`src/rtl/seg_disp_pkg.sv`:
```
// -----------------------------------------------------------------------------
// seg_disp_pkg
// Shared types and constants for the 7-segment display arbiter.
//   state_e        : arbiter FSM states (IDLE / SHOW / BLANK)
//   ANODE_OFF      : all digit enables inactive (active-low)
//   SEG_OFF        : all segments dark, dp off (active-low)
//   HEX_SEG_TABLE  : hex digit -> active-low {dp,g,f,e,d,c,b,a}
//   rr_pick        : round-robin search starting just above the last owner
// -----------------------------------------------------------------------------
package seg_disp_pkg;

    typedef enum logic [1:0] {
        ST_IDLE  = 2'd0,
        ST_SHOW  = 2'd1,
        ST_BLANK = 2'd2
    } state_e;

    localparam logic [3:0] ANODE_OFF = 4'b1111;
    localparam logic [7:0] SEG_OFF   = 8'hFF;

    // Index 0 is the rightmost element of the concatenation.
    localparam logic [15:0][7:0] HEX_SEG_TABLE = {
        8'h8E, 8'h86, 8'hA1, 8'hC6, 8'h83, 8'h88, 8'h90, 8'h80,
        8'hF8, 8'h82, 8'h92, 8'h99, 8'hB0, 8'hA4, 8'hF9, 8'hC0
    };

    // Returns {found, index}. Candidates are visited last+4 down to last+1 so
    // the nearest set bit above last_owner is the one left standing.
    function automatic logic [2:0] rr_pick(input logic [3:0] req,
                                           input logic [1:0] last_owner);
        logic [2:0] res;
        logic [1:0] cand;
        res = 3'b000;
        for (int i = 4; i >= 1; i--) begin
            cand = last_owner + 2'(i);
            if (req[cand]) res = {1'b1, cand};
        end
        return res;
    endfunction

endpackage

```
`src/rtl/seg_hex_decode.sv`:
```
// -----------------------------------------------------------------------------
// seg_hex_decode
// Combinational hex nibble to active-low 7-segment pattern (dp always off).
//   nibble  in  4  value 0..F
//   segment out 8  {dp,g,f,e,d,c,b,a}, active-low
// -----------------------------------------------------------------------------
module seg_hex_decode
    import seg_disp_pkg::*;
(
    input  logic [3:0] nibble,
    output logic [7:0] segment
);

    assign segment = HEX_SEG_TABLE[nibble];

endmodule

```
`src/rtl/seg_display_arbiter.sv`:
```
// -----------------------------------------------------------------------------
// seg_display_arbiter
// Shares one 4-digit multiplexed 7-segment display between four requesters.
// Round-robin ownership with a minimum dwell time when others wait, and a
// blanking gap (all anodes off) at every ownership handover.
//
// Ports
//   clock     in   1   system clock, rising edge
//   reset     in   1   asynchronous, active-high
//   req       in   4   per-source display request
//   data      in   64  per-source 16-bit value, source i on [16i+15:16i]
//   grant     out  4   one-hot display owner, 0 when none
//   anode     out  4   active-low digit enables, digit 0 on bit 0
//   segment   out  8   active-low {dp,g,f,e,d,c,b,a}
//   handover  out  1   pulses on the cycle grant takes a new non-zero owner
//
// Build option
//   SEG_ARB_ZERO_BLANK_EN : when defined, leading-zero digits are blanked
//                           (digit 0 is always shown).
// -----------------------------------------------------------------------------
module seg_display_arbiter
    import seg_disp_pkg::*;
#(
    parameter int SCAN_DIV     = 16384,
    parameter int DWELL_CYCLES = 1000000,
    parameter int BLANK_CYCLES = 4
) (
    input  logic        clock,
    input  logic        reset,
    input  logic [3:0]  req,
    input  logic [63:0] data,
    output logic [3:0]  grant,
    output logic [3:0]  anode,
    output logic [7:0]  segment,
    output logic        handover
);

    localparam int PW = (SCAN_DIV     > 1) ? $clog2(SCAN_DIV)     : 1;
    localparam int DW = (DWELL_CYCLES > 1) ? $clog2(DWELL_CYCLES) : 1;
    localparam int BW = (BLANK_CYCLES > 1) ? $clog2(BLANK_CYCLES) : 1;

    localparam logic [PW-1:0] PRESC_MAX = PW'(SCAN_DIV - 1);
    localparam logic [DW-1:0] DWELL_MAX = DW'(DWELL_CYCLES - 1);
    localparam logic [BW-1:0] BLANK_MAX = BW'(BLANK_CYCLES - 1);

    state_e        state_q,     state_d;
    logic [3:0]    grant_q,     grant_d;
    logic          handover_q,  handover_d;
    logic [3:0]    anode_q,     anode_d;
    logic [7:0]    segment_q,   segment_d;
    logic [PW-1:0] presc_q,     presc_d;
    logic [1:0]    digit_q,     digit_d;
    logic [DW-1:0] dwell_q,     dwell_d;
    logic [BW-1:0] blank_q,     blank_d;
    // Holds the current owner while in SHOW and the previous one otherwise.
    logic [1:0]    last_owner_q, last_owner_d;

    logic [2:0]    pick;
    logic [3:0]    others_req;
    logic [15:0]   owner_data;
    logic [3:0]    nibble;
    logic [7:0]    seg_dec;
    logic          digit_lit;

    // ---------------------------------------------------------------- FSM ---
    always_comb begin
        state_d      = state_q;
        grant_d      = grant_q;
        handover_d   = 1'b0;
        last_owner_d = last_owner_q;
        dwell_d      = dwell_q;
        blank_d      = blank_q;

        // Scan prescaler runs in every state.
        presc_d = (presc_q == PRESC_MAX) ? '0 : presc_q + 1'b1;
        digit_d = (presc_q == PRESC_MAX) ? digit_q + 2'd1 : digit_q;

        pick       = rr_pick(req, last_owner_q);
        others_req = req & ~grant_q;

        case (state_q)
            ST_IDLE: begin
                if (pick[2]) begin
                    state_d      = ST_SHOW;
                    grant_d      = 4'(1) << pick[1:0];
                    last_owner_d = pick[1:0];
                    dwell_d      = '0;
                    handover_d   = 1'b1;
                end
            end
            ST_SHOW: begin
                // Release takes priority; last_owner already names this source.
                if (!req[last_owner_q] || (dwell_q == DWELL_MAX && |others_req)) begin
                    state_d = ST_BLANK;
                    grant_d = 4'b0000;
                    blank_d = '0;
                end else if (dwell_q != DWELL_MAX) begin
                    dwell_d = dwell_q + 1'b1;
                end
            end
            ST_BLANK: begin
                if (blank_q == BLANK_MAX) begin
                    if (pick[2]) begin
                        state_d      = ST_SHOW;
                        grant_d      = 4'(1) << pick[1:0];
                        last_owner_d = pick[1:0];
                        dwell_d      = '0;
                        handover_d   = 1'b1;
                    end else begin
                        state_d = ST_IDLE;
                    end
                end else begin
                    blank_d = blank_q + 1'b1;
                end
            end
            default: begin
                state_d = ST_IDLE;
                grant_d = 4'b0000;
            end
        endcase
    end

    // ------------------------------------------------------------ display ---
    // Pins are driven from next-state ownership so blanking lines up exactly
    // with grant, while digit index and data still see one register of delay.
    assign owner_data = data[{last_owner_d, 4'b0000} +: 16];
    assign nibble     = owner_data[{digit_q, 2'b00} +: 4];

    seg_hex_decode u_hex (
        .nibble  (nibble),
        .segment (seg_dec)
    );

`ifdef SEG_ARB_ZERO_BLANK_EN
    logic [1:0] top_digit;
    always_comb begin
        top_digit = 2'd0;
        for (int k = 1; k < 4; k++) begin
            if (owner_data[4*k +: 4] != 4'h0) top_digit = 2'(k);
        end
    end
    assign digit_lit = (digit_q <= top_digit);
`else
    assign digit_lit = 1'b1;
`endif

    always_comb begin
        anode_d   = ANODE_OFF;
        segment_d = SEG_OFF;
        if (state_d == ST_SHOW && digit_lit) begin
            anode_d   = ~(4'(1) << digit_q);
            segment_d = seg_dec;
        end
    end

    // -------------------------------------------------------------- flops ---
    always_ff @(posedge clock or posedge reset) begin
        if (reset) begin
            state_q      <= ST_IDLE;
            grant_q      <= 4'b0000;
            handover_q   <= 1'b0;
            anode_q      <= ANODE_OFF;
            segment_q    <= SEG_OFF;
            presc_q      <= '0;
            digit_q      <= 2'd0;
            dwell_q      <= '0;
            blank_q      <= '0;
            last_owner_q <= 2'd3;
        end else begin
            state_q      <= state_d;
            grant_q      <= grant_d;
            handover_q   <= handover_d;
            anode_q      <= anode_d;
            segment_q    <= segment_d;
            presc_q      <= presc_d;
            digit_q      <= digit_d;
            dwell_q      <= dwell_d;
            blank_q      <= blank_d;
            last_owner_q <= last_owner_d;
        end
    end

    assign grant    = grant_q;
    assign handover = handover_q;
    assign anode    = anode_q;
    assign segment  = segment_q;

endmodule

```
`config.mk`:
```
export PLATFORM = sky130hd
export DESIGN_NAME = seg_display_arbiter
export DESIGN_NICKNAME = d
export VERILOG_FILES = /design/src/rtl/seg_disp_pkg.sv /design/src/rtl/seg_hex_decode.sv /design/src/rtl/seg_display_arbiter.sv
export SDC_FILE = /design/constraint.sdc
export NUM_CORES = 1
export LEC_CHECK = 0
export ABC_CLOCK_PERIOD_IN_PS = 3500
export CAP_MARGIN = 20
export CORE_MARGIN = 2
export CORE_UTILIZATION = 45
export DETAILED_ROUTE_END_ITERATION = 10
export PLACE_DENSITY = 0.77
export SYNTH_ARGS = -nofsm -noshare
export SYNTH_HDL_FRONTEND = slang
export SYNTH_SLANG_ARGS = --single-unit
```
`constraint.sdc`:
```
create_clock -name clock -period 3.5 [get_ports clock]
set_input_delay 0.7 -clock clock [delete_from_list [all_inputs] [get_ports clock]]
set_output_delay 0.7 -clock clock [all_outputs]
set_load 0.02 [all_outputs]
```
==> results.py, run 1 <==
metrics = {
    "run_status": {
        "status": "finished clean",
    },
    "power": {
        "netSwitchingFraction_pct": 39.1,
        "intPower_uw": 2500,
        "vdd_drop_max_mv": 0.510,
        "combPwrFrac_pct": 61.0,
        "pwr-share-clk_pct": 16.5,
        "p_per_area_mw_per_mm2": 805,
        "pwr-share-seq_pct": 22.6,
        "switching_power_uw": 1610,
        "leakage_uw": 0.00228,
    },
    "finish": {
        "antennaDiodeCount": 0,
        "drive_gt1_share_pct": 19.7,
        "design_area_mm2": 0.00511,
        "area_delta_synth_final_pct": 41.8,
        "final_util_pct": 66.1,
        "fin_nets": 580,
    },
    "synth": {
        "async_reset_ff_share_pct": 100,
        "yosys.area.top_type": "dfrtp_1",
        "synthFlopType": "dfrtp_1",
        "synth-seq-cells": 58,
        "ys_seq_area_share_pct": 40.8,
        "synth_edf_count": 0,
        "ys.warnings.count": 0,
        "synthCells": 376,
        "ys_types": 55,
        "avgSynthCellArea_um2": 9.57,
        "yosysTopAreaCellShare_pct": 31.3,
        "synthesis.area_mm2": 0.00360,
        "synth_commonest_cells": "45 x dfrtp_1, 42 x nand2_1, 35 x nor2_1",
        "synth.most_common_cell": "dfrtp_1",
        "synthTopCellsByArea": "dfrtp_1 31%, dfstp_2 9.5%, mux2i_1 8.1%",
        "synth_fp_nets": 459,
    },
    "critical_path": {
        "startpoint_type": "primary input",
        "crit_path_top_delay_cell": "clkdlybuf4s50_1",
        "end_kind": "flip-flop",
        "crit_required_ns": 3.76,
        "crit_path_cell_trace": "clkdlybuf4s50_1 > nor4_2 > or3_4 > a22oi_2 > buf_4 > buf_12 > mux4_2 > a21oi_2 > a21oi_2 > buf_4 > ha_1 > nor2_1 > a31o_1 > nor3_2",
        "crit_family": "buffers and inverters",
        "arrival_ns": 3.67,
        "crit_start": "req[2]",
        "critPathMaxFanout": 6,
        "path_buf_inv": 4,
        "crit_type": "primary input to flip-flop",
        "max_stage_delay_ns": 0.51,
        "r2r_start": "last_owner_q[1]",
    },
    "sta": {
        "fin_ws_ns": 0.0901,
        "fmax_mhz": 293,
        "finalMaxSlewViolations": 0,
        "finalHoldViolCount": 0,
        "finClkSkew_ns": 0.00630,
        "whs_ns": 0.480,
        "min_period_over_period_pct": 97.4,
        "min_period_ns": 3.41,
        "setup_viol": 0,
    },
    "clock_network": {
        "cts_tree": "yes",
        "clk_path_buf_depth": 2,
        "htree_levels": 3,
        "cts.reportedPaths.clkPinSlew_ns": 0.06,
        "cts_root_buffer": "clkbuf_8",
        "hold_buffers": 0,
        "cts_num_sinks": 58,
        "cts_buffers": 9,
        "clock_latency_ns": 0.33,
    },
    "route": {
        "drtAntennaViolNets": 0,
        "via_count": 3182,
        "drt_iter0_markers": 115,
        "wl_um": 8660,
        "via_per_inst": 5.27,
        "wl_per_cell_um": 14.3,
        "first_pass_iters": 4,
        "route.detailed.drc": 0,
    },
    "global_route": {
        "grt_pass1_vias": 3155,
        "grt_usage_pct": 20.0,
        "globalRouteOverflowTotal": 0,
        "grt_pass1_wl_um": 13900,
        "antenna_found_initial": 0,
        "grt_max_degree": 53,
    },
    "placement": {
        "pre_cts_ws_ns": -0.413,
        "dp_hpwl_um": 6510,
        "portBuffers": 85,
        "gp_congestion": 0.906,
        "place_area_mm2": 0.00474,
    },
    "die": {
        "dieWidth_um": 93.4,
        "die_area_mm2": 0.00873,
        "die_y_um": 93.4,
        "initial_core_util_pct": 46.6,
        "core-area_mm2": 0.00773,
        "ios": 87,
        "rows": 32,
    },
    "worst_hold_path": {
        "holdCritStartpoint": "presc_q[10]",
        "hold_class": "flip-flop to flip-flop",
    },
    "job": {
        "max-cap-violations": 0,
    },
}
## metrics by stage
stage	setup TNS (ns)	std cells	total power, uW
final	0	604	4110
after global routing	-0.0435	604	4370
after CTS	0	599	3880
after detailed placement	-2.38	583	3190
after global placement	-1.69	583	3140
after floorplan	0	376	2440
## logic make-up after synthesis
| family | after synthesis | synth area share [%] |
|---|---|---|
| AOI/OAI and AO/OA | 69 | 13.3 |
| xor gates and xnor gates | 29 | 7.06 |
| adders and majority gates | 13 | 4.52 |
| buffers and inverters | 33 | 5.14 |
| DFF | 58 | 40.8 |
| muxes | 35 | 10.8 |
| other | 1 | 0.104 |
| and+or+nand+nor | 138 | 18.4 |
## path summary, 6_finish.rpt
kind	cells past startpoint	slack, ns	endpoint
min reg2reg	1	0.48	presc_q[10]
max in group asynchronous	4	2.07	segment[5]
min in group asynchronous	2	0.67	presc_q[5]
max	14	0.09	segment[0]
max reg2reg	15	0.29	segment[3]
min	1	0.48	presc_q[10]
## registers in the layout, summed over array words and instances (netlist names)
name          count
dwell_q          20
presc_q          14
segment           7
anode             4
grant             4
blank_q           2
digit_q           2
last_owner_q      2
state_q           2
handover          1
## power by group through the flow
| stage | clock network (uW) | logic (uW) | registers, uW |
|---|---|---|---|
| after floorplan | 0 | 1450 | 991 |
| after global placement | 0 | 2210 | 937 |
| after detailed placement | 0 | 2260 | 938 |
| after CTS | 687 | 2260 | 928 |
| after global routing | 721 | 2700 | 946 |
| final | 676 | 2510 | 928 |
## layout by cell type (no fill, tap or decap), drive strengths merged, types with 3 or more instances in the layout
cell type	count
mux2i	29
nor2	35
mux2	4
a22oi	10
a21oi	23
xor2	18
nand3	16
nor2b	5
dfrtp	45
inv	19
nand2b	7
clkbuf	12
and3	8
nor3	5
clkinv	3
ha	13
buf	37
xnor2	11
o21ai	17
nor4	5
a221oi	3
dfstp	13
clkdlybuf4s50	83
nand4	5
nand2	43
## metal layers
metal  share of wire, %  vias up  global-route usage, %
met5                  0        -                      0
li1                   -     1558                      -
met2                 51      115                   35.6
met4                3.4        0                   10.5
met3                5.1       24                   3.38
met1                 41     1485                   23.0
## area by class of cell
class	count	area [um2]
clock buffers	11	141
clock inverters	5	77.6
fillers	593	2620
inverters	20	75.1
multi-input cells	285	2020
flip-flops and latches	58	1470
well taps	102	128
repair buffers	123	1190
## repair_timing
item	in CTS	in global routing
gates resized for setup	2	18
buffers inserted	0	3
setup endpoints to repair	3	5
cloned	0	1
pin swaps	1	1
Power figures use the tool's default switching activity.
==> run 2, diff against run 1 <==
--- a/config.mk
+++ b/config.mk
@@ -7,3 +7,3 @@
 export LEC_CHECK = 0
-export ABC_CLOCK_PERIOD_IN_PS = 3500
+export ABC_CLOCK_PERIOD_IN_PS = 3200
 export CAP_MARGIN = 20
@@ -12,3 +12,4 @@
 export DETAILED_ROUTE_END_ITERATION = 10
-export PLACE_DENSITY = 0.77
+export GPL_TIMING_DRIVEN = 0
+export PLACE_DENSITY = 0.74
 export SYNTH_ARGS = -nofsm -noshare
==> constraint.sdc (replaced) <==
create_clock -name clock -period 3.2 [get_ports clock]
set_input_delay 0.48 -clock clock [delete_from_list [all_inputs] [get_ports clock]]
set_output_delay 0.48 -clock clock [all_outputs]
set_load 0.02 [all_outputs]
==> run 2 against run 1 <==
Effect of this change:
- worst setup slack got worse by 0.086 ns
- critical endpoint is now segment[1]
- via count increased by 2.2%
- clock power decreased by 10%
- final cell count decreased by 0.50%
- power increased by 12%
- core utilization decreased by 0.11 points
- sequential power increased by 8%
==> results.py, run 2 (same netlist as run 1, synthesis figures left out) <==
metrics = {
    "finish": {
        "final_common_cell": "clkdlybuf4s50_1",
        "design_area_mm2": 0.00510,
        "area_delta_synth_final_pct": 41.6,
        "largest_reg_flops": 20,
        "fin_nets": 577,
        "antennaDiodeCount": 0,
        "drive_gt1_share_pct": 20.0,
        "final_cell_mix": "81 x clkdlybuf4s50_1, 44 x dfrtp_1, 42 x nand2_1",
        "top_register": "dwell_q",
    },
    "sta": {
        "min_period_over_period_pct": 99.9,
        "min_period_ns": 3.20,
        "rsz0062_at_grt": "yes",
        "fin_ws_ns": 0.00452,
        "finalHoldViolCount": 0,
        "tightest_slew_ns": 0.533,
        "slew_headroom_pct": 64.4,
        "finalMaxSlewViolations": 0,
        "finClkSkew_ns": 0.00827,
        "fmax_mhz": 313,
        "setup_viol": 0,
    },
    "clock_network": {
        "cts_buffers": 9,
        "clk_path_buf_depth": 2,
        "clock_latency_ns": 0.32,
        "cts_tree": "yes",
        "cts.reportedPaths.clkPinSlew_ns": 0.06,
        "htree_levels": 3,
        "hold_buffers": 0,
        "cts_num_sinks": 58,
        "cts_root_buffer": "clkbuf_8",
    },
    "route": {
        "via_per_inst": 5.41,
        "drt_iter0_markers": 105,
        "routed.top_layer": "met4",
        "wl_met3_um": 487,
        "wl_um": 8700,
        "route.detailed.drc": 0,
        "first_pass_iters": 4,
        "met1Wirelength_um": 3480,
        "via_count": 3252,
        "drtAntennaViolNets": 0,
        "met2_length_um": 4440,
        "wl_per_cell_um": 14.5,
    },
    "run_status": {
        "status": "finished clean",
    },
    "power": {
        "p_per_area_mw_per_mm2": 899,
        "vdd_drop_max_mv": 0.631,
        "leakage_uw": 0.00224,
    },
    "critical_path": {
        "end_kind": "flip-flop",
        "crit_required_ns": 3.44,
        "crit_type": "flip-flop to flip-flop",
        "critPathMaxFanout": 6,
        "arrival_ns": 3.44,
        "startpoint_type": "flip-flop",
    },
    "job": {
        "max-cap-violations": 0,
    },
    "die": {
        "core-area_mm2": 0.00773,
        "dieWidth_um": 93.4,
        "die_area_mm2": 0.00873,
        "rows": 32,
        "die_y_um": 93.4,
        "initial_core_util_pct": 46.6,
        "ios": 87,
    },
    "placement": {
        "place_area_mm2": 0.00460,
        "dp_hpwl_um": 6300,
        "pre_cts_ws_ns": -0.917,
        "portBuffers": 85,
        "gp_congestion": 0.902,
    },
    "global_route": {
        "grt_usage_pct": 20.0,
        "grt_max_degree": 46,
        "grt_pass1_vias": 3235,
        "antenna_found_initial": 0,
        "grt_pass1_wl_um": 13900,
        "globalRouteOverflowTotal": 0,
    },
    "worst_hold_path": {
        "hold_class": "primary input to asynchronous set/reset pin",
    },
}
-- run 2: area by class of cell --
| type | instances | area [um2] |
|---|---|---|
| inverter | 20 | 81.3 |
| clock buffer | 14 | 173 |
| multi-input combinational | 285 | 2090 |
| timing repair buffer | 108 | 1030 |
| sequential | 58 | 1470 |
| tap | 102 | 128 |
| buffer | 12 | 116 |
| fill | 603 | 2630 |
| clock inverter | 2 | 10.0 |
-- run 2: critical path, stage by stage (launching register included) --
cell,delay (ns)
dfstp_2,0.57
mux2_4,0.32
a221oi_4,0.30
a22oi_2,0.09
buf_6,0.15
buf_4,0.14
buf_4,0.13
a21oi_1,0.17
a22oi_1,0.11
a22oi_2,0.32
nand2_1,0.22
mux2_4,0.31
a221o_1,0.31
-- run 2: timing repair --
item,CTS,global route
endpoints found under the setup margin,7,7
pin swaps,9,13
cloned,0,1
buffers inserted,11,10
gates resized for setup,20,19
-- run 2: metrics by stage --
step / hold slack, ns / std cells / total power [uW] / setup TNS [ns] / utilization (%)
finish: 0.421 / 601 / 4580 / 0 / 66.0
CTS: 0.422 / 591 / 4220 / -0.0571 / 64.0
floorplan: 0.438 / 376 / 2680 / 0 / -
detailed placement: 0.458 / 564 / 3290 / -5.03 / 59.6
global route: 0.443 / 601 / 4880 / -0.568 / 66.0
global placement: 0.455 / 563 / 3250 / -4.74 / 59.3
-- run 2: report_power, final --
group | internal, uW | switching (uW)
clock network | 342 | 264
registers | 911 | 89.9
logic | 1430 | 1550
total | 2680 | 1900
-- run 2: path summary, 6_finish.rpt --
check                                  endpoint            start  depth (start not counted)  slack, ns
worst max-delay path                 segment[1]  last_owner_q[1]                         12      0.005
worst min-delay path                presc_q[12]            reset                          2       0.42
worst max register to register       segment[1]  last_owner_q[1]                         12      0.005
worst min register to register      presc_q[12]      presc_q[12]                          1       0.47
max in group asynchronous       last_owner_q[0]            reset                          3       2.20
min in group clock                  presc_q[12]      presc_q[12]                          1       0.47
-- run 2: metal layers --
metal | global-route usage (%) | vias up
met5 | 0 | -
met4 | 10.2 | 0
met2 | 35.6 | 125
met3 | 3.87 | 28
li1 | - | 1558
met1 | 22.6 | 1541
==> run 3, diff against run 2 <==
Settings changed: RECOVER_POWER set to 25.
==> run 3 against run 2 <==
Effect of this change:
- via count barely moved
- sequential share of layout area up 0.085 points
- routed wire length rose by 0.25%
- sequential power barely moved
- critical endpoint unchanged
- largest cell class unchanged
==> results.py, run 3 (same netlist as run 1, synthesis figures left out) <==
metrics = {
    "job": {
        "max-cap-violations": 0,
    },
    "finish": {
        "instances_no_fill": 601,
        "nFillCells": 605,
        "design_area_mm2": 0.00508,
        "final_util_pct": 65.8,
        "multi_input_area_mm2": 0.00209,
        "area_delta_synth_final_pct": 41.2,
        "seq_area_mm2": 0.00147,
        "top_register": "dwell_q",
        "fin_nets": 577,
        "antennaDiodeCount": 0,
        "final_cell_mix": "80 x clkdlybuf4s50_1, 44 x dfrtp_1, 42 x nand2_1",
        "final_common_cell": "clkdlybuf4s50_1",
        "largest_reg_flops": 20,
        "drive_gt1_share_pct": 19.8,
    },
    "clock_network": {
        "clk_path_buf_depth": 2,
        "cts_buffers": 9,
        "cts_root_buffer": "clkbuf_8",
        "cts_tree": "yes",
        "htree_levels": 3,
        "clock_latency_ns": 0.32,
        "cts_num_sinks": 58,
        "hold_buffers": 0,
        "cts.reportedPaths.clkPinSlew_ns": 0.06,
    },
    "sta": {
        "finalHoldViolCount": 0,
        "min_period_over_period_pct": 99.9,
        "finClkSkew_ns": 0.00844,
        "whs_ns": 0.466,
        "rsz0062_at_grt": "yes",
        "fmax_mhz": 313,
        "finalMaxSlewViolations": 0,
        "tns_ns": 0,
        "tightest_slew_ns": 1.06,
        "setup_viol": 0,
        "min_period_ns": 3.20,
        "slew_headroom_pct": 29.2,
    },
    "critical_path": {
        "startpoint_type": "flip-flop",
        "r2r_start": "last_owner_q[1]",
        "critPathMaxFanout": 6,
        "crit_path_top_delay_cell": "dfstp_2",
        "crit_required_ns": 3.44,
        "crit_type": "flip-flop to flip-flop",
        "crit_start": "last_owner_q[1]",
        "end_kind": "flip-flop",
        "arrival_ns": 3.44,
        "max_stage_delay_ns": 0.57,
        "crit_path_cell_trace": "mux2_4 > a221oi_4 > a22oi_2 > buf_6 > buf_4 > buf_4 > a21oi_1 > a22oi_1 > a22oi_2 > nand2_1 > mux2_4 > a221o_1",
    },
    "worst_hold_path": {
        "hold_class": "flip-flop to flip-flop",
        "holdCritStartpoint": "presc_q[12]",
    },
    "route": {
        "wl_per_cell_um": 14.5,
        "drtAntennaViolNets": 0,
        "drt_iter0_markers": 99,
        "route.detailed.drc": 0,
        "first_pass_iters": 4,
        "wl_um": 8720,
        "via_count": 3250,
        "via_per_inst": 5.41,
    },
    "placement": {
        "dp_hpwl_um": 6300,
        "gp_congestion": 0.902,
        "portBuffers": 85,
        "dp.cells": 564,
        "place_area_mm2": 0.00460,
    },
    "die": {
        "die_area_mm2": 0.00873,
        "rows": 32,
        "die_y_um": 93.4,
        "dieWidth_um": 93.4,
        "initial_core_util_pct": 46.6,
        "core-area_mm2": 0.00773,
        "ios": 87,
    },
    "power": {
        "vdd_drop_max_mv": 0.631,
        "leakage_uw": 0.00224,
        "p_per_area_mw_per_mm2": 901,
    },
    "global_route": {
        "grt_pass1_vias": 3235,
        "grt_pass1_wl_um": 13900,
        "grt_usage_pct": 20.0,
        "globalRouteOverflowTotal": 0,
        "grt_max_degree": 46,
        "antenna_found_initial": 0,
    },
    "run_status": {
        "status": "finished clean",
    },
}
run 3: changes by cell type in the layout (fill, tap and decap cells not counted):
cell             delta
inv_2               -1
dlygate4sd3_1       +1
inv_1               +1
clkdlybuf4s50_1     -1
clkbuf_2            +1
buf_12              -1
run 3: layout make-up:
type / count / share of cell area, %
Multi-Input combinational cell: 285 / 41.1
Sequential cell: 58 / 28.9
Timing Repair Buffer: 108 / 20.0
Clock buffer: 14 / 3.40
Tap cell: 102 / 2.51
Buffer: 12 / 2.29
Inverter: 20 / 1.60
Clock inverter: 2 / 0.197
run 3: what timing repair did:
item,in CTS,in global routing
resized for setup,20,19
setup buffers,11,10
cloned,0,1
pin swaps,9,13
endpoints found under the setup margin,7,7
run 3: layer usage:
layer | part of all wire (%) | global-route usage (%) | vias up
met5 | 0 | 0 | -
met4 | 3.4 | 10.2 | 0
met3 | 5.6 | 3.87 | 28
met2 | 51 | 35.6 | 125
met1 | 40 | 22.6 | 1539
li1 | - | - | 1558
run 3: per-stage QoR:
step,setup WS (ns),power (uW)
2_1_floorplan,0.0146,2680
3_3_place_gp,-0.886,3250
3_5_place_dp,-0.917,3290
4_1_cts,-0.0289,4220
5_1_grt,-0.125,4870
6_report,0.00444,4580
run 3: power breakdown:
part	total, uW	internal [uW]	switching [uW]
clock network	606	342	264
registers	1000	911	90.0
logic	2970	1430	1550
total	4580	2680	1900
run 3: worst max-delay path: cells and delay by family, from the launching register on:
family                 cells  cell delay [ns]
AND/OR/NAND/NOR            1             0.22
AO/OA/AOI/OAI              6             1.30
flip-flops                 1             0.57
buffers and inverters      3             0.42
multiplexers               2             0.63
run 3: path summary, 6_finish.rpt:
path,to,slack (ns),depth (start not counted)
max,segment[1],0.004,12
max in group asynchronous,state_q[1],1.14,3
min,presc_q[12],0.47,1
max reg2reg,segment[1],0.004,12
min in group asynchronous,presc_q[12],0.61,2
min reg2reg,presc_q[12],0.47,1
==> RTL edit 1, RTL diff (flow settings as in run 2) <==
The option `SEG_ARB_ZERO_BLANK_EN` is turned on by a define.
--- a/src/rtl/seg_display_arbiter.sv
+++ b/src/rtl/seg_display_arbiter.sv
@@ -18,6 +18,8 @@
 //   SEG_ARB_ZERO_BLANK_EN : when defined, leading-zero digits are blanked
 //                           (digit 0 is always shown).
 // -----------------------------------------------------------------------------
+`define SEG_ARB_ZERO_BLANK_EN
+
 module seg_display_arbiter
     import seg_disp_pkg::*;
 #(
Check against the original RTL: same outputs for any inputs over 10 cycles, from zero or initial values and one cycle with reset high; that may be too few to reach the edited logic, so the function may still have changed.
==> RTL edit 1 against run 2 <==
- the run now ends with negative setup slack left
- area after synthesis rose by 0.59%
- die area rose by 0.56%
- final area rose by 1.8%
- global-route usage rose by 1.1 points
- total power rose by 2.1%
- core utilization rose by 0.87 points
- critical endpoint is now segment[4]$_DFF_PP1_
- sequential cell count did not move
- worst setup slack got worse by 0.36 ns
- routed wire length rose by 0.24%
- worst hold slack improved by 0.049 ns
- fmax fell by 10%
==> RTL edit 1: results (changes against run 2) <==
[run_status]
outcome = complete, but fails checks
violations = negative setup slack

[placement]
place_congestion = 0.857  ; -5.0%
hpwl_um = 6270  ; -0.39%

[clock_tree]
cts_root_buffer = clkbuf_8
cts_made_buffers = 9  ; unchanged
clock_latency_ns = 0.34  ; +0.02 ns
htreeDepth = 3  ; unchanged

[timing]
fin_tns_setup_ns = -3.32  ; -3.32 ns
timing.final.ws_setup_ns = -0.351  ; -0.355 ns
setup-violations-final = 11  ; +11
fin_worst_skew_ns = 0.0113  ; +0.00306 ns
max_slew_margin = 0.588  ; -0.0554

[cells_and_area]
fillers = 594  ; -1.5%
nets = 562  ; -2.6%
drive_above_1_share = 0.195  ; -0.00578

[power_and_ir_drop]
leakage_nw = 2.28  ; +1.8%
peakVddDrop_v = 0.000441  ; -30%

[detailed_routing]
drt_wl_total_um = 8720  ; +0.24%
firstDrtPassIters = 4  ; unchanged
first_iter_violations = 115  ; +9.5%
avgViaCountPerCell = 5.42  ; +0.11%

[yosys]
seq_area_frac_synth = 0.405  ; -0.00240
ys_types = 54  ; -1.8%
yosys_warnings = 0  ; unchanged
synth_nets = 448  ; -2.4%
synthTopCellsByArea = dfrtp_1 (31%), mux2i_1 (10%), dfstp_2 (9.4%), ha_1 (4.8%), mux4_2 (4.4%)
synthTopCellsByCount = dfrtp_1 (45), nor2_1 (38), mux2i_1 (36)

[setup_path]
arrival_ns = 3.80  ; +0.36 ns
slowest_delay_ns = 0.40  ; -0.17 ns
path_max_fanout = 5  ; -1
crit_slowest_cell = or3_4

[grt]
grt_max_degree = 36  ; -22%
grt_pass1_vias = 3150  ; -2.6%
grt_pass1_wl_um = 14500  ; +3.9%
track_usage = 0.211  ; +0.0106

[hold_path]
hold_class = flop to flop

RTL edit 1: cell types whose count changed after synthesis, sizes merged, moves of 4 or more:
cell,run 2,this run
mux2i,29,36
a21oi,23,12
nand2b,7,3
o21ai,17,12
nand3,16,20
mux4,2,7
a22oi,10,4
nand2,43,34
or3,2,7
RTL edit 1: kinds of logic after synthesis:
logic type,after synthesis,synth area share
AO/OA/AOI/OAI,50,0.0923
XOR/XNOR,30,0.0726
adder cells (fa/ha/maj),14,0.0484
buffers and inverters,31,0.0484
flip-flops,58,0.405
multiplexers,45,0.149
other,1,0.00104
AND/OR/NAND/NOR,135,0.183
RTL edit 1: through the flow:
step,cells,instance area (um^2),utilization,setup WS (ns),hold WS (ns)
after floorplan,364,3640,-,-0.219,0.438
after global placement,551,4620,0.595,-1.20,0.454
after detailed placement,552,4640,0.598,-1.29,0.458
after CTS,583,5130,0.661,-0.384,0.471
after global routing,585,5190,0.668,-0.516,0.495
final,585,5190,0.668,-0.351,0.470
RTL edit 1: cell type report:
cell class / count / area share
clock inverters: 5 / 0.0198
plain buffers: 13 / 0.0239
well taps: 102 / 0.0246
clock buffers: 11 / 0.0253
multi-input cells: 275 / 0.410
flip-flops and latches: 58 / 0.283
inverters: 17 / 0.0147
repair buffers: 104 / 0.199
RTL edit 1: timing repair:
action                     in CTS  in global routing
cloned                          2                  0
setup endpoints to repair      11                 11
hold buffers                    0                  0
setup buffers                  13                  3
gates resized for setup        28                  9
pin swaps                       2                  8
RTL edit 1: path summary, 6_finish.rpt:
kind	start	end	slack [ns]	depth (start not counted)
setup / recovery	blank_q[0]$_DFFE_PP0P_	segment[4]$_DFF_PP1_	-0.35	19
hold / removal	presc_q[12]$_DFF_PP0_	presc_q[12]$_DFF_PP0_	0.47	1
setup reg to reg	blank_q[0]$_DFFE_PP0P_	segment[4]$_DFF_PP1_	-0.35	19
hold reg to reg	presc_q[12]$_DFF_PP0_	presc_q[12]$_DFF_PP0_	0.47	1
max in group asynchronous	reset	anode[2]$_DFF_PP1_	2.07	3
min in group asynchronous	reset	presc_q[10]$_DFF_PP0_	0.50	2
RTL edit 1: report_power, final:
part           internal, mW  leakage, nW  switching (mW)
clock                 0.516        0.114           0.295
combinational          1.43         1.43            1.44
sequential            0.915        0.740          0.0920
RTL edit 1: critical path: cells and delay by family (launching register included):
family / cells / cell delay [ns]
AOI/OAI and AO/OA: 5 / 0.58
muxes: 2 / 0.44
buffers and inverters: 4 / 0.59
adders and majority gates: 2 / 0.48
DFF: 1 / 0.36
and+or+nand+nor: 6 / 1.03
RTL edit 1: layer usage:
metal  up-vias  track usage  wire [um]  share of wire
met2       140        0.355       4280           0.49
met1      1490        0.251       3570           0.41
li1       1514            -          -              -
met4         0        0.101        337          0.039
met3        25       0.0530        541          0.062
met5         -            0          0              0
==> RTL edit 2, RTL diff (settings of run 2) <==
Made on the original files. Make the reset (`reset`) synchronous in one clocked block. Comments in the files are not updated.
--- a/src/rtl/seg_display_arbiter.sv
+++ b/src/rtl/seg_display_arbiter.sv
@@ -154,7 +154,7 @@
     end
 
     // -------------------------------------------------------------- flops ---
-    always_ff @(posedge clock or posedge reset) begin
+    always_ff @(posedge clock) begin
         if (reset) begin
             state_q      <= ST_IDLE;
             grant_q      <= 4'b0000;
Behaviour: differs if reset is asserted again (counterexample within 4 cycles, from zero or initial values and one cycle with reset high); with reset held inactive, the same outputs for 10 cycles.
==> RTL edit 2 against run 2 <==
- routed wire length increased by 12%
- area after synthesis down 7.2%
- die area fell by 6.9%
- non-clock buffer count is 6 higher
- worst setup slack improved by 0.0063 ns
- global-route usage up 2.1 points
- sequential cell count is the same
- final area is 0.59% lower
- total power down 33%
- cell count up 4.2%
- fmax grew 0.20%
- largest power group unchanged
- highest routed layer unchanged
==> RTL edit 2: results (changes against run 2) <==
[clock_tree]
clock_latency_ns = 0.34  ; +0.02 ns

[yosys]
synthTopCellsByCount = nor2_1 (59), dfxtp_1 (58), nand2_1 (45)
synth-adder-area-share = 0.0487  ; +0.00352
synth_xor_area_frac = 0.0813  ; +0.0107
avgSynthCellArea_um2 = 8.29  ; -13%
seq_area_frac_synth = 0.348  ; -0.0600
synth_compound_area_frac = 0.148  ; +0.0152
syn-instance-count = 403  ; +7.2%
synth_flop_cell = dfxtp_1
synth_nets = 486  ; +5.9%
synthTopCellsByArea = dfxtp_1 (35%), nor2_1 (6.6%), mux2i_1 (5.4%), nand2_1 (5.1%), ha_1 (4.9%)

[placement]
numPortBuffers = 84  ; -1.2%
place_ws_ns = -1.34  ; -0.418 ns
place_area_um2 = 4350  ; -5.5%
place_congestion = 0.802  ; -11%

[cells_and_area]
drive_above_1_share = 0.197  ; -0.00306
fillers = 554  ; -8.1%
buffer_area_frac = 0.236  ; +0.0112
finalNonFillerCells = 626  ; +4.2%
seq_share = 0.230  ; -0.0583
clock_area_frac = 0.0435  ; +0.00762
multi_input_area_um2 = 2290  ; +9.7%
nMultiInputCombCells = 310  ; +8.8%
buffers = 126  ; +5.0%
clockBufferCount = 12  ; -2
inverters = 17  ; -15%

[timing]
worstMarginPinSlew_ns = 0.773  ; +0.240 ns
fin_worst_skew_ns = 0.0115  ; +0.00327 ns

[power_and_ir_drop]
peakVddDrop_v = 0.000459  ; -27%
power.density_nw_per_um2 = 608  ; -32%

[grt]
grt_max_degree = 11  ; -76%
grt_pass1_wl_um = 14700  ; +5.4%
track_usage = 0.221  ; +0.0212

[run_status]
outcome = complete, no violations

[detailed_routing]
num_vias = 3394  ; +4.4%
wl_per_cell_um = 15.6  ; +7.6%

[setup_path]
slowest_delay_ns = 0.43  ; -0.14 ns
crit_slowest_cell = or3_4
arrival_ns = 3.41  ; -0.03 ns
cp_top_family = simple AND/OR/NAND/NOR gates

[hold_path]
hold_class = flop to flop

## RTL edit 2: cell count changes after synthesis, sizes merged, moves of 11 or more
cell / delta
mux2i: -11
dfstp: -13
o21ai: -12
dfrtp: -45
nor2: +24
dfxtp: +58
## RTL edit 2: final timing paths
check / slack, ns / cells past startpoint / to / startpoint
setup / recovery: 0.01 / 15 / segment[0]$_SDFF_PP1_ / blank_q[1]$_SDFFE_PP0P_
hold / removal: 0.47 / 1 / presc_q[0]$_SDFF_PP0_ / presc_q[0]$_SDFF_PP0_
setup reg to reg: 0.01 / 15 / segment[0]$_SDFF_PP1_ / blank_q[1]$_SDFFE_PP0P_
hold reg to reg: 0.47 / 1 / presc_q[0]$_SDFF_PP0_ / presc_q[0]$_SDFF_PP0_
## RTL edit 2: cells by family (layout without fill, tap and decap cells)
family,count (synthesis),in the layout
AND/OR/NAND/NOR,174,174
AO/OA/AOI/OAI,69,69
adder cells (fa/ha/maj),13,13
multiplexers,22,22
XOR/XNOR,31,31
buffers and inverters,35,159
other,1,1
flip-flops,58,58
## RTL edit 2: timing repair
item                                    in CTS  in global routing
buffers inserted                             9                 16
cloned                                       0                  1
resized for setup                           36                 40
pin swaps                                    7                 19
endpoints found under the hold margin        0                  0
endpoints found under the setup margin       7                  7
## RTL edit 2: report_power, final
group	total [mW]	internal, mW	leakage (nW)	switching (mW)
Combinational	1.50	0.761	1.35	0.735
Sequential	0.827	0.786	0.473	0.0409
Clock	0.758	0.460	0.103	0.297
## RTL edit 2: routing by layer
metal  vias to the layer above  part of all wire  track usage
met5                         -                 0            0
met3                        11             0.057       0.0645
li1                       1654                 -            -
met1                      1611              0.41        0.252
met4                         0             0.018       0.0615
met2                       118              0.51        0.401
